--- config.mk ---
export PLATFORM = sky130hd
export DESIGN_NAME = coin_acceptor_flat
export DESIGN_NICKNAME = d
export VERILOG_FILES = /design/src/rtl/coin_pkg.sv /design/src/rtl/coin_acceptor_if.sv /design/src/rtl/coin_debounce.sv /design/src/rtl/coin_acceptor.sv /design/src/flat_wrapper.sv
export SDC_FILE = /design/constraint.sdc
export NUM_CORES = 1
export LEC_CHECK = 0
export BUFFER_PORTS_ARGS = -buffer_cell sky130_fd_sc_hd__buf_4
export CORE_MARGIN = 3
export CORE_UTILIZATION = 28
export CTS_CLUSTER_DIAMETER = 60
export DETAILED_ROUTE_END_ITERATION = 7
export SYNTH_ARGS = -nofsm -noshare
export SYNTH_HDL_FRONTEND = slang
export SYNTH_HIERARCHICAL = 1
export SYNTH_SLANG_ARGS = --single-unit
--- constraint.sdc ---
create_clock -name clk -period 3.38 [get_ports clk]
set_clock_uncertainty 0.1 [all_clocks]
set_input_delay 0.507 -clock clk [delete_from_list [all_inputs] [get_ports clk]]
set_output_delay 0.507 -clock clk [all_outputs]
set_load 0.05 [all_outputs]
--- src/rtl/coin_pkg.sv ---
// Shared types and default constants for the coin acceptor front-end.
// Optional per-coin pulse counters are enabled with the COIN_COUNT_EN macro.
package coin_pkg;

  typedef enum logic {
    COIN_QUARTER = 1'b0,
    COIN_DOLLAR  = 1'b1
  } coin_t;

  typedef enum logic [1:0] {
    IDLE  = 2'd0,
    PULSE = 2'd1,
    GAP   = 2'd2
  } seq_state_t;

  localparam int DEB_CYCLES_DEF = 4;
  localparam int FIFO_DEPTH_DEF = 4;
  localparam int GAP_CYCLES_DEF = 3;
  localparam int JAM_CYCLES_DEF = 1024;
  localparam int COUNT_W        = 16;

endpackage

--- src/rtl/coin_acceptor_if.sv ---
// Controller-facing signal bundle of the coin acceptor.
// COIN_COUNT_EN adds the dollar_count / quarter_count outputs.
interface coin_acceptor_if;
  import coin_pkg::*;

  // vm_busy acts as an inverted ready: a queued coin is popped only in a cycle
  // where vm_busy is low; D_in / Q_in are single-cycle valid pulses with no
  // back-pressure once issued.
  logic vm_busy;
  logic D_in;
  logic Q_in;
  logic fifo_full;
  logic coin_reject;
  logic jam_err;
`ifdef COIN_COUNT_EN
  logic [COUNT_W-1:0] dollar_count;
  logic [COUNT_W-1:0] quarter_count;
`endif

  modport master (
    input  vm_busy,
    output D_in, Q_in, fifo_full, coin_reject, jam_err
`ifdef COIN_COUNT_EN
    , output dollar_count, quarter_count
`endif
  );

  modport slave (
    output vm_busy,
    input  D_in, Q_in, fifo_full, coin_reject, jam_err
`ifdef COIN_COUNT_EN
    , input dollar_count, quarter_count
`endif
  );

endinterface

--- src/rtl/coin_debounce.sv ---
// One sensor channel: 2-flop synchroniser, debounce filter, registered
// rising-edge event and jam timer on the filtered level.
module coin_debounce #(
  parameter int DEB_CYCLES = 4,
  parameter int JAM_CYCLES = 1024
) (
  input  logic clk,
  input  logic rst_n,
  input  logic raw,
  output logic rise,
  output logic jam_hit
);

  localparam int DW = $clog2(DEB_CYCLES) + 1;
  localparam int JW = $clog2(JAM_CYCLES + 1);

  logic          sync1;
  logic          sync2;
  logic          level;
  logic          level_d;
  logic [DW-1:0] deb_cnt;
  logic [JW-1:0] jam_cnt;

  always_ff @(posedge clk or negedge rst_n) begin
    if (!rst_n) begin
      sync1   <= 1'b0;
      sync2   <= 1'b0;
      level   <= 1'b0;
      level_d <= 1'b0;
      rise    <= 1'b0;
      deb_cnt <= '0;
      jam_cnt <= '0;
    end else begin
      sync1   <= raw;
      sync2   <= sync1;
      level_d <= level;
      rise    <= level & ~level_d;
      // Level flips only after DEB_CYCLES consecutive disagreeing samples.
      if (sync2 == level) begin
        deb_cnt <= '0;
      end else if (deb_cnt == DW'(DEB_CYCLES - 1)) begin
        level   <= sync2;
        deb_cnt <= '0;
      end else begin
        deb_cnt <= deb_cnt + DW'(1);
      end
      if (!level) begin
        jam_cnt <= '0;
      end else if (jam_cnt != JW'(JAM_CYCLES)) begin
        jam_cnt <= jam_cnt + JW'(1);
      end
    end
  end

  assign jam_hit = (jam_cnt == JW'(JAM_CYCLES));

endmodule

--- src/rtl/coin_acceptor.sv ---
// Coin acceptor: two debounced sensor channels feeding a coin queue that is
// drained by a pulse sequencer (IDLE/PULSE/GAP). COIN_COUNT_EN adds counters.
module coin_acceptor
  import coin_pkg::*;
#(
  parameter int DEB_CYCLES = DEB_CYCLES_DEF,
  parameter int FIFO_DEPTH = FIFO_DEPTH_DEF,
  parameter int GAP_CYCLES = GAP_CYCLES_DEF,
  parameter int JAM_CYCLES = JAM_CYCLES_DEF
) (
  input  logic            clk,
  input  logic            rst_n,
  input  logic            coin_dollar_raw,
  input  logic            coin_quarter_raw,
  coin_acceptor_if.master bus,
  output seq_state_t      dbg_state
);

  localparam int AW = $clog2(FIFO_DEPTH);
  localparam int CW = AW + 1;
  localparam int GW = $clog2(GAP_CYCLES) + 1;

  logic          rise_d, rise_q, jam_d, jam_q;
  logic          ev_d, ev_q;
  logic          push, pop, wr_ok, full_now, reject_n;
  coin_t         push_coin, head;
  logic          skid_valid, skid_valid_n;
  coin_t         skid_coin, skid_coin_n;
  coin_t         mem [FIFO_DEPTH];
  logic [AW-1:0] wr_ptr, rd_ptr;
  logic [CW-1:0] count, count_next;
  logic          full_q, reject_q, jam_err_q;
  seq_state_t    state;
  logic [GW-1:0] gap_cnt;
  logic          d_q, q_q;

  coin_debounce #(.DEB_CYCLES(DEB_CYCLES), .JAM_CYCLES(JAM_CYCLES)) u_deb_dollar (
    .clk(clk), .rst_n(rst_n), .raw(coin_dollar_raw), .rise(rise_d), .jam_hit(jam_d)
  );

  coin_debounce #(.DEB_CYCLES(DEB_CYCLES), .JAM_CYCLES(JAM_CYCLES)) u_deb_quarter (
    .clk(clk), .rst_n(rst_n), .raw(coin_quarter_raw), .rise(rise_q), .jam_hit(jam_q)
  );

  assign ev_d = rise_d & ~jam_err_q;
  assign ev_q = rise_q & ~jam_err_q;

  // Push arbitration: a held skid coin goes first, then dollar, then quarter.
  // A channel cannot re-rise on the cycle after its own rise, so the skid is
  // never asked to hold two coins at once.
  always_comb begin
    push         = 1'b0;
    push_coin    = COIN_DOLLAR;
    skid_valid_n = 1'b0;
    skid_coin_n  = skid_coin;
    if (skid_valid) begin
      push      = 1'b1;
      push_coin = skid_coin;
      if (ev_d) begin
        skid_valid_n = 1'b1;
        skid_coin_n  = COIN_DOLLAR;
      end else if (ev_q) begin
        skid_valid_n = 1'b1;
        skid_coin_n  = COIN_QUARTER;
      end
    end else if (ev_d) begin
      push      = 1'b1;
      push_coin = COIN_DOLLAR;
      if (ev_q) begin
        skid_valid_n = 1'b1;
        skid_coin_n  = COIN_QUARTER;
      end
    end else if (ev_q) begin
      push      = 1'b1;
      push_coin = COIN_QUARTER;
    end
  end

  assign head       = mem[rd_ptr];
  assign full_now   = (count == CW'(FIFO_DEPTH));
  assign pop        = (state == IDLE) && (count != '0) && !bus.vm_busy;
  assign wr_ok      = push && (!full_now || pop);
  assign reject_n   = push && full_now && !pop;
  assign count_next = count + CW'(wr_ok) - CW'(pop);

  always_ff @(posedge clk or negedge rst_n) begin
    if (!rst_n) begin
      for (int i = 0; i < FIFO_DEPTH; i++) mem[i] <= COIN_QUARTER;
      wr_ptr     <= '0;
      rd_ptr     <= '0;
      count      <= '0;
      full_q     <= 1'b0;
      reject_q   <= 1'b0;
      skid_valid <= 1'b0;
      skid_coin  <= COIN_QUARTER;
      jam_err_q  <= 1'b0;
    end else begin
      if (wr_ok) begin
        mem[wr_ptr] <= push_coin;
        wr_ptr      <= wr_ptr + AW'(1);
      end
      if (pop) rd_ptr <= rd_ptr + AW'(1);
      count      <= count_next;
      full_q     <= (count_next == CW'(FIFO_DEPTH));
      reject_q   <= reject_n;
      skid_valid <= skid_valid_n;
      skid_coin  <= skid_coin_n;
      jam_err_q  <= jam_err_q | jam_d | jam_q;
    end
  end

  // GAP lasts GAP_CYCLES-1 cycles; the IDLE decision cycle supplies the last
  // quiet cycle, so back-to-back pulses are exactly 1+GAP_CYCLES apart.
  always_ff @(posedge clk or negedge rst_n) begin
    if (!rst_n) begin
      state   <= IDLE;
      gap_cnt <= '0;
      d_q     <= 1'b0;
      q_q     <= 1'b0;
    end else begin
      d_q <= 1'b0;
      q_q <= 1'b0;
      case (state)
        IDLE: begin
          if (pop) begin
            state <= PULSE;
            d_q   <= (head == COIN_DOLLAR);
            q_q   <= (head == COIN_QUARTER);
          end
        end
        PULSE: begin
          state   <= GAP;
          gap_cnt <= '0;
        end
        GAP: begin
          if (gap_cnt == GW'(GAP_CYCLES - 2)) state <= IDLE;
          else gap_cnt <= gap_cnt + GW'(1);
        end
        default: state <= IDLE;
      endcase
    end
  end

`ifdef COIN_COUNT_EN
  logic [COUNT_W-1:0] dollar_cnt, quarter_cnt;

  always_ff @(posedge clk or negedge rst_n) begin
    if (!rst_n) begin
      dollar_cnt  <= '0;
      quarter_cnt <= '0;
    end else begin
      if (d_q && (dollar_cnt != '1)) dollar_cnt <= dollar_cnt + COUNT_W'(1);
      if (q_q && (quarter_cnt != '1)) quarter_cnt <= quarter_cnt + COUNT_W'(1);
    end
  end

  assign bus.dollar_count  = dollar_cnt;
  assign bus.quarter_count = quarter_cnt;
`endif

  assign bus.D_in        = d_q;
  assign bus.Q_in        = q_q;
  assign bus.fifo_full   = full_q;
  assign bus.coin_reject = reject_q;
  assign bus.jam_err     = jam_err_q;
  assign dbg_state       = state;

endmodule

--- src/flat_wrapper.sv ---
// flat-port wrapper written by rule: the top's interface ports become plain ports
module coin_acceptor_flat import coin_pkg::*;
#(
  parameter int DEB_CYCLES = DEB_CYCLES_DEF,
  parameter int FIFO_DEPTH = FIFO_DEPTH_DEF,
  parameter int GAP_CYCLES = GAP_CYCLES_DEF,
  parameter int JAM_CYCLES = JAM_CYCLES_DEF
)
  (clk, rst_n, coin_dollar_raw, coin_quarter_raw, dbg_state, bus_vm_busy, bus_D_in, bus_Q_in, bus_fifo_full, bus_coin_reject, bus_jam_err);
  coin_acceptor_if bus_i ();
  input  logic clk;
  input  logic rst_n;
  input  logic coin_dollar_raw;
  input  logic coin_quarter_raw;
  output seq_state_t dbg_state;
  input wire logic [$bits(bus_i.vm_busy)-1:0] bus_vm_busy;
  output wire logic [$bits(bus_i.D_in)-1:0] bus_D_in;
  output wire logic [$bits(bus_i.Q_in)-1:0] bus_Q_in;
  output wire logic [$bits(bus_i.fifo_full)-1:0] bus_fifo_full;
  output wire logic [$bits(bus_i.coin_reject)-1:0] bus_coin_reject;
  output wire logic [$bits(bus_i.jam_err)-1:0] bus_jam_err;
  assign bus_i.vm_busy = bus_vm_busy;
  assign bus_D_in = bus_i.D_in;
  assign bus_Q_in = bus_i.Q_in;
  assign bus_fifo_full = bus_i.fifo_full;
  assign bus_coin_reject = bus_i.coin_reject;
  assign bus_jam_err = bus_i.jam_err;
  coin_acceptor #(.DEB_CYCLES(DEB_CYCLES), .FIFO_DEPTH(FIFO_DEPTH), .GAP_CYCLES(GAP_CYCLES), .JAM_CYCLES(JAM_CYCLES)) u_core (.clk(clk), .rst_n(rst_n), .coin_dollar_raw(coin_dollar_raw), .coin_quarter_raw(coin_quarter_raw), .bus(bus_i), .dbg_state(dbg_state));
endmodule
==> results.md <==
Timing:
- The period utilization is 0.7913.
- Based on the critical path, the design can be clocked at up to 373.9 MHz.
- The final total negative setup slack is 0 ns.
- The clock period could shrink to 2.675 ns.
- Setup repair after global routing left no endpoint under its margin.
- The worst pin sits at a relative slew slack of 0.4970.
- The final count of negative-setup-slack endpoints is 0.
- The worst path meets setup with between 0.7 and 0.8 ns of slack.
- The final number of hold-violating endpoints was 0.
- The worst hold-check slack is around 0.14 ns.
- The number of max-slew violations in the final report is 0.
- The slew at the pin with the worst max-slew slack is between 0.7 and 0.8 ns.

Critical path:
- For the worst setup path, the data arrival time is around 2.8 ns.
- The kind of critical path is reg2reg.
- The required time of the critical path is between 3 and 4 ns.
- The sort of element at the end of the critical path is a flop.
- The startpoint class of the critical path is a flop.
- In this run the worst path has a maximum fanout of 9.

Yosys:
- The synthesized-area fraction occupied by ao, oa, aoi and oai cells was 0.1129.
- The synthesized netlist contains 45 unique library cells.
- The number of nets in the synthesized netlist is 277.
- The synthesized netlist occupies a cell area of about 2900 um^2.
- By area, the combinational part of the netlist is dominated by simple AND/OR/NAND/NOR gates.
- The most common flop cell mapped by yosys is sky130_fd_sc_hd__dfrtp_1.
- Synthesis handed over a netlist of approximately 260 instances.
- Yosys mapped a number of flops with a built-in enable equal to 0.
- The synthesized-area fraction occupied by xor and xnor cells is 0.03345.
- The yosys synthesis warning count is 6.
- The largest total area in the synthesized netlist belongs to sky130_fd_sc_hd__dfrtp_1.
- The proportion of synthesized chip area in sequential cells is 0.5300.
- After synthesis, the cell types taking the most area are sky130_fd_sc_hd__dfrtp_1 (53%), sky130_fd_sc_hd__ha_1 (5.6%), sky130_fd_sc_hd__a21oi_1 (2.6%), sky130_fd_sc_hd__nand2_1 (2.5%), sky130_fd_sc_hd__inv_1 (2.3%).
- Of the post-synthesis cell area, the dominant cell type holds 0.5300.
- The area fraction in and, or, nand and nor cells after synthesis is 0.1751.
- The synthesized-area fraction occupied by adder cells is 0.06342.
- Synthesis inferred 61 register bits.
- The share of cell area taken by muxes after synthesis is 0.04474.
- The average instance in the mapped netlist occupies ~11 um^2.
- Of all flip-flops after synthesis, the portion carrying an async set or reset was 1.000.

Routing:
- The number of DRC violations after detailed routing is 0.
- After detailed routing, the average wire length per cell comes to 11.77 um.
- Once detail routing completed, the nets flagged for antenna violations numbered 0.
- The via density per instance is 4.653.
- The starting DRC count in detailed routing is 92.
- The detailed-routing iteration count for the pre-antenna-repair pass is 4.
- The post-detailed-routing wire length is just under 5 mm.
- The total via count in the routed design is 1903.

Clock network:
- The count of hold-fix buffers inserted at cts is 0.
- After clock tree synthesis, the setup repair step added 0 buffers.
- The tree is rooted in a sky130_fd_sc_hd__clkbuf_8.
- After clock tree synthesis, the clock-pin slew on the worst setup and hold paths is ~0.070 ns.
- In this run, post-CTS repair resized a total of 0 instances.
- The H-tree depth reported by CTS is 3.
- The clock latency on the worst-skew pair is about 0.33 ns.
- Counting along the longest clock path gives a buffer depth of 2.
- The number of clock sinks is between 60 and 70.
- TritonCTS built the clock tree.
- The total clock buffers created by CTS is 9.

GRT:
- The most crowded layer after global routing is met2.
- The remaining global-route overflow is 0.
- The overall global routing resource usage is 0.09381.
- The initial antenna violation count is 0.
- The maximum number of pins on one net before global-route repair is between 60 and 70.
- For met1 alone, demand over resource in global routing was 0.1155.
- The met3 usage in global routing is 0.04679.
- The wire length of the first global-routing pass is roughly 8.6 mm.
- For this run, global-route usage on met2 was measured as 0.1466.
- The number of global-route vias before repair is roughly 1800.

Floorplan:
- The die is ~110 um tall.
- After floorplanning, the core was sized to cover about 10000 um^2.
- The number of I/O pins is 12.
- The initial utilization of the core area, before any placement, comes to 0.2907.
- The initialized floorplan defines 36 standard-cell rows.
- The floorplan step set the die width to ~110 um.
- The floorplan step defined a die boundary enclosing between 10000 and 15000 um^2.

Placement:
- The estimated wirelength of the detail-placed design is around 3.2 mm.
- The total of buffers placed on input and output ports is 11.
- Summing all placed instances gives a cell area of roughly 3100 um^2.
- The placer congestion estimate is 0.7227.
- The worst slack after detailed placement is 0.6195 ns.

Power:
- The internal portion of the total power is 1.620 mW.
- The leakage component of the power is about 1.4 nW.
- The worst supply voltage drop on vdd is around 290 uV.
- The completed layout was analyzed and its total power is roughly 2.6 mW.
- The switching part of the total is 0.3673.
- The power per cell area is 782.0 nW/um^2.
- The clock network fraction of total power is 0.241.
- In this run the power spent charging and discharging nets is about 940 uW.
- The share of total power dissipated in combinational logic is 0.313.
- Of the total power, registers draw 0.446.

Finish:
- In the final design database the tool counted 290 nets.
- Compared with the post-synthesis result, the final layout area differs by 13.68%.
- The share of post-route cells with drive strength above 1 is 0.1449.
- The repair_antennas step left the layout with diodes totalling 0.
- The cell area after layout is roughly 3300 um^2.

Run status:
- The flow ran to the end, and the final reports show no timing, DRC or antenna violations.

Run:
- The count of maximum capacitance violations is 0.

Min path:
- The worst hold path class is in2async.
[metal layers]
layer / part of all wire / up-vias
li1: - / 942
met1: 0.48 / 939
met2: 0.47 / 20
met3: 0.045 / 2
met4: 0.0039 / 0
met5: 0 / -
[final timing paths]
path | from | endpoint | slack, ns | cells after the start
max | u_core/dbg_state[1] | u_core/bus.fifo_full | 0.71 | 9
min | rst_n | u_core/u_deb_dollar/jam_cnt[8] | 0.14 | 1
max reg2reg | u_core/dbg_state[1] | u_core/bus.fifo_full | 0.71 | 9
min reg2reg | u_core/u_deb_quarter/sync1 | u_core/u_deb_quarter/sync2 | 0.25 | 0
max in group asynchronous | rst_n | u_core/count[0] | 2.54 | 1
min in group clk | coin_dollar_raw | u_core/u_deb_dollar/sync1 | 0.18 | 1
[cell usage in the layout, fill, tap and decap left out, types with 4 or more instances in the layout]
cell type / instances
sky130_fd_sc_hd__o21ai_0: 13
sky130_fd_sc_hd__xnor2_1: 7
sky130_fd_sc_hd__or4_1: 4
sky130_fd_sc_hd__o31ai_1: 5
sky130_fd_sc_hd__mux2_1: 5
sky130_fd_sc_hd__ha_1: 13
sky130_fd_sc_hd__or3_1: 4
sky130_fd_sc_hd__nor3b_1: 5
sky130_fd_sc_hd__clkinv_2: 4
sky130_fd_sc_hd__buf_4: 11
sky130_fd_sc_hd__dfrtp_1: 61
sky130_fd_sc_hd__mux2i_1: 5
sky130_fd_sc_hd__nor2b_1: 7
sky130_fd_sc_hd__inv_1: 18
sky130_fd_sc_hd__nand2_1: 19
sky130_fd_sc_hd__nand3_1: 10
sky130_fd_sc_hd__xor2_1: 4
sky130_fd_sc_hd__o221ai_1: 4
sky130_fd_sc_hd__a21oi_1: 15
sky130_fd_sc_hd__clkbuf_8: 9
sky130_fd_sc_hd__nor4_1: 4
sky130_fd_sc_hd__or3_2: 6
sky130_fd_sc_hd__nor3_1: 4
sky130_fd_sc_hd__nor2_1: 10
sky130_fd_sc_hd__o22ai_1: 4
[cell families (layout without fill, tap and decap cells)]
group / after synthesis / count (layout)
AND/OR/NAND/NOR: 83 / 83
flip-flops: 61 / 61
AO/OA/AOI/OAI: 50 / 50
buffers and inverters: 28 / 46
adder cells (fa/ha/maj): 14 / 14
XOR/XNOR: 11 / 11
multiplexers: 11 / 11
[critical path: stages (launching register included)]
cell                      delay, ns
sky130_fd_sc_hd__dfrtp_1       0.48
sky130_fd_sc_hd__nor3_4        0.43
sky130_fd_sc_hd__o31ai_1       0.26
sky130_fd_sc_hd__mux2i_1       0.19
sky130_fd_sc_hd__ha_1          0.16
sky130_fd_sc_hd__inv_1         0.04
sky130_fd_sc_hd__fa_1          0.38
sky130_fd_sc_hd__xnor2_1       0.19
sky130_fd_sc_hd__xnor2_1       0.15
sky130_fd_sc_hd__nor3b_1       0.20
[per-stage QoR]
stage               instances    util
floorplan                 258       -
global placement          393  0.3112
detailed placement        393  0.3112
CTS                       409  0.3304
global route              409  0.3304
finish                    409  0.3304
[layout make-up]
cell class	count	area [um^2]
fillers	1029	6635
clock inverters	7	66.31
clock buffers	9	123.9
multi-input cells	169	1237
repair buffers	11	82.58
inverters	19	71.32
well taps	133	166.4
flip-flops and latches	61	1526
[synthesized netlist by cell type, types with 4 or more instances]
| cell | count |
|---|---|
| sky130_fd_sc_hd__o221ai_1 | 4 |
| sky130_fd_sc_hd__nor2b_1 | 7 |
| sky130_fd_sc_hd__a21oi_1 | 15 |
| sky130_fd_sc_hd__o21ai_0 | 13 |
| sky130_fd_sc_hd__nor3_1 | 4 |
| sky130_fd_sc_hd__nor2_1 | 10 |
| sky130_fd_sc_hd__clkbuf_1 | 5 |
| sky130_fd_sc_hd__xnor2_1 | 7 |
| sky130_fd_sc_hd__xor2_1 | 4 |
| sky130_fd_sc_hd__dfrtp_1 | 61 |
| sky130_fd_sc_hd__inv_1 | 18 |
| sky130_fd_sc_hd__or4_1 | 4 |
| sky130_fd_sc_hd__mux2_1 | 5 |
| sky130_fd_sc_hd__mux2i_1 | 5 |
| sky130_fd_sc_hd__ha_1 | 13 |
| sky130_fd_sc_hd__o31ai_1 | 5 |
| sky130_fd_sc_hd__or3_1 | 4 |
| sky130_fd_sc_hd__nand3_1 | 10 |
| sky130_fd_sc_hd__nor4_1 | 4 |
| sky130_fd_sc_hd__nor3b_1 | 5 |
| sky130_fd_sc_hd__or3_2 | 6 |
| sky130_fd_sc_hd__o22ai_1 | 4 |
| sky130_fd_sc_hd__nand2_1 | 19 |
[state kept, by name, indices dropped and copies added (netlist names), 3 cells and up]
name	count
u_core/u_deb_dollar/deb_cnt	3
u_core/u_deb_quarter/deb_cnt	3
u_core/u_deb_quarter/jam_cnt	11
u_core/count	3
u_core/gap_cnt	3
u_core/u_deb_dollar/jam_cnt	11
u_core/mem	4
[power by group through the flow]
stage	clock network (mW)	logic, mW	registers (mW)
3_5_place_dp	0	0.816	1.16
2_1_floorplan	0	0.613	1.16
3_3_place_gp	0	0.799	1.14
5_1_grt	0.691	0.923	1.18
4_1_cts	0.651	0.819	1.14
6_report	0.617	0.802	1.14
No activity file was read; power rests on OpenSTA's default activity.
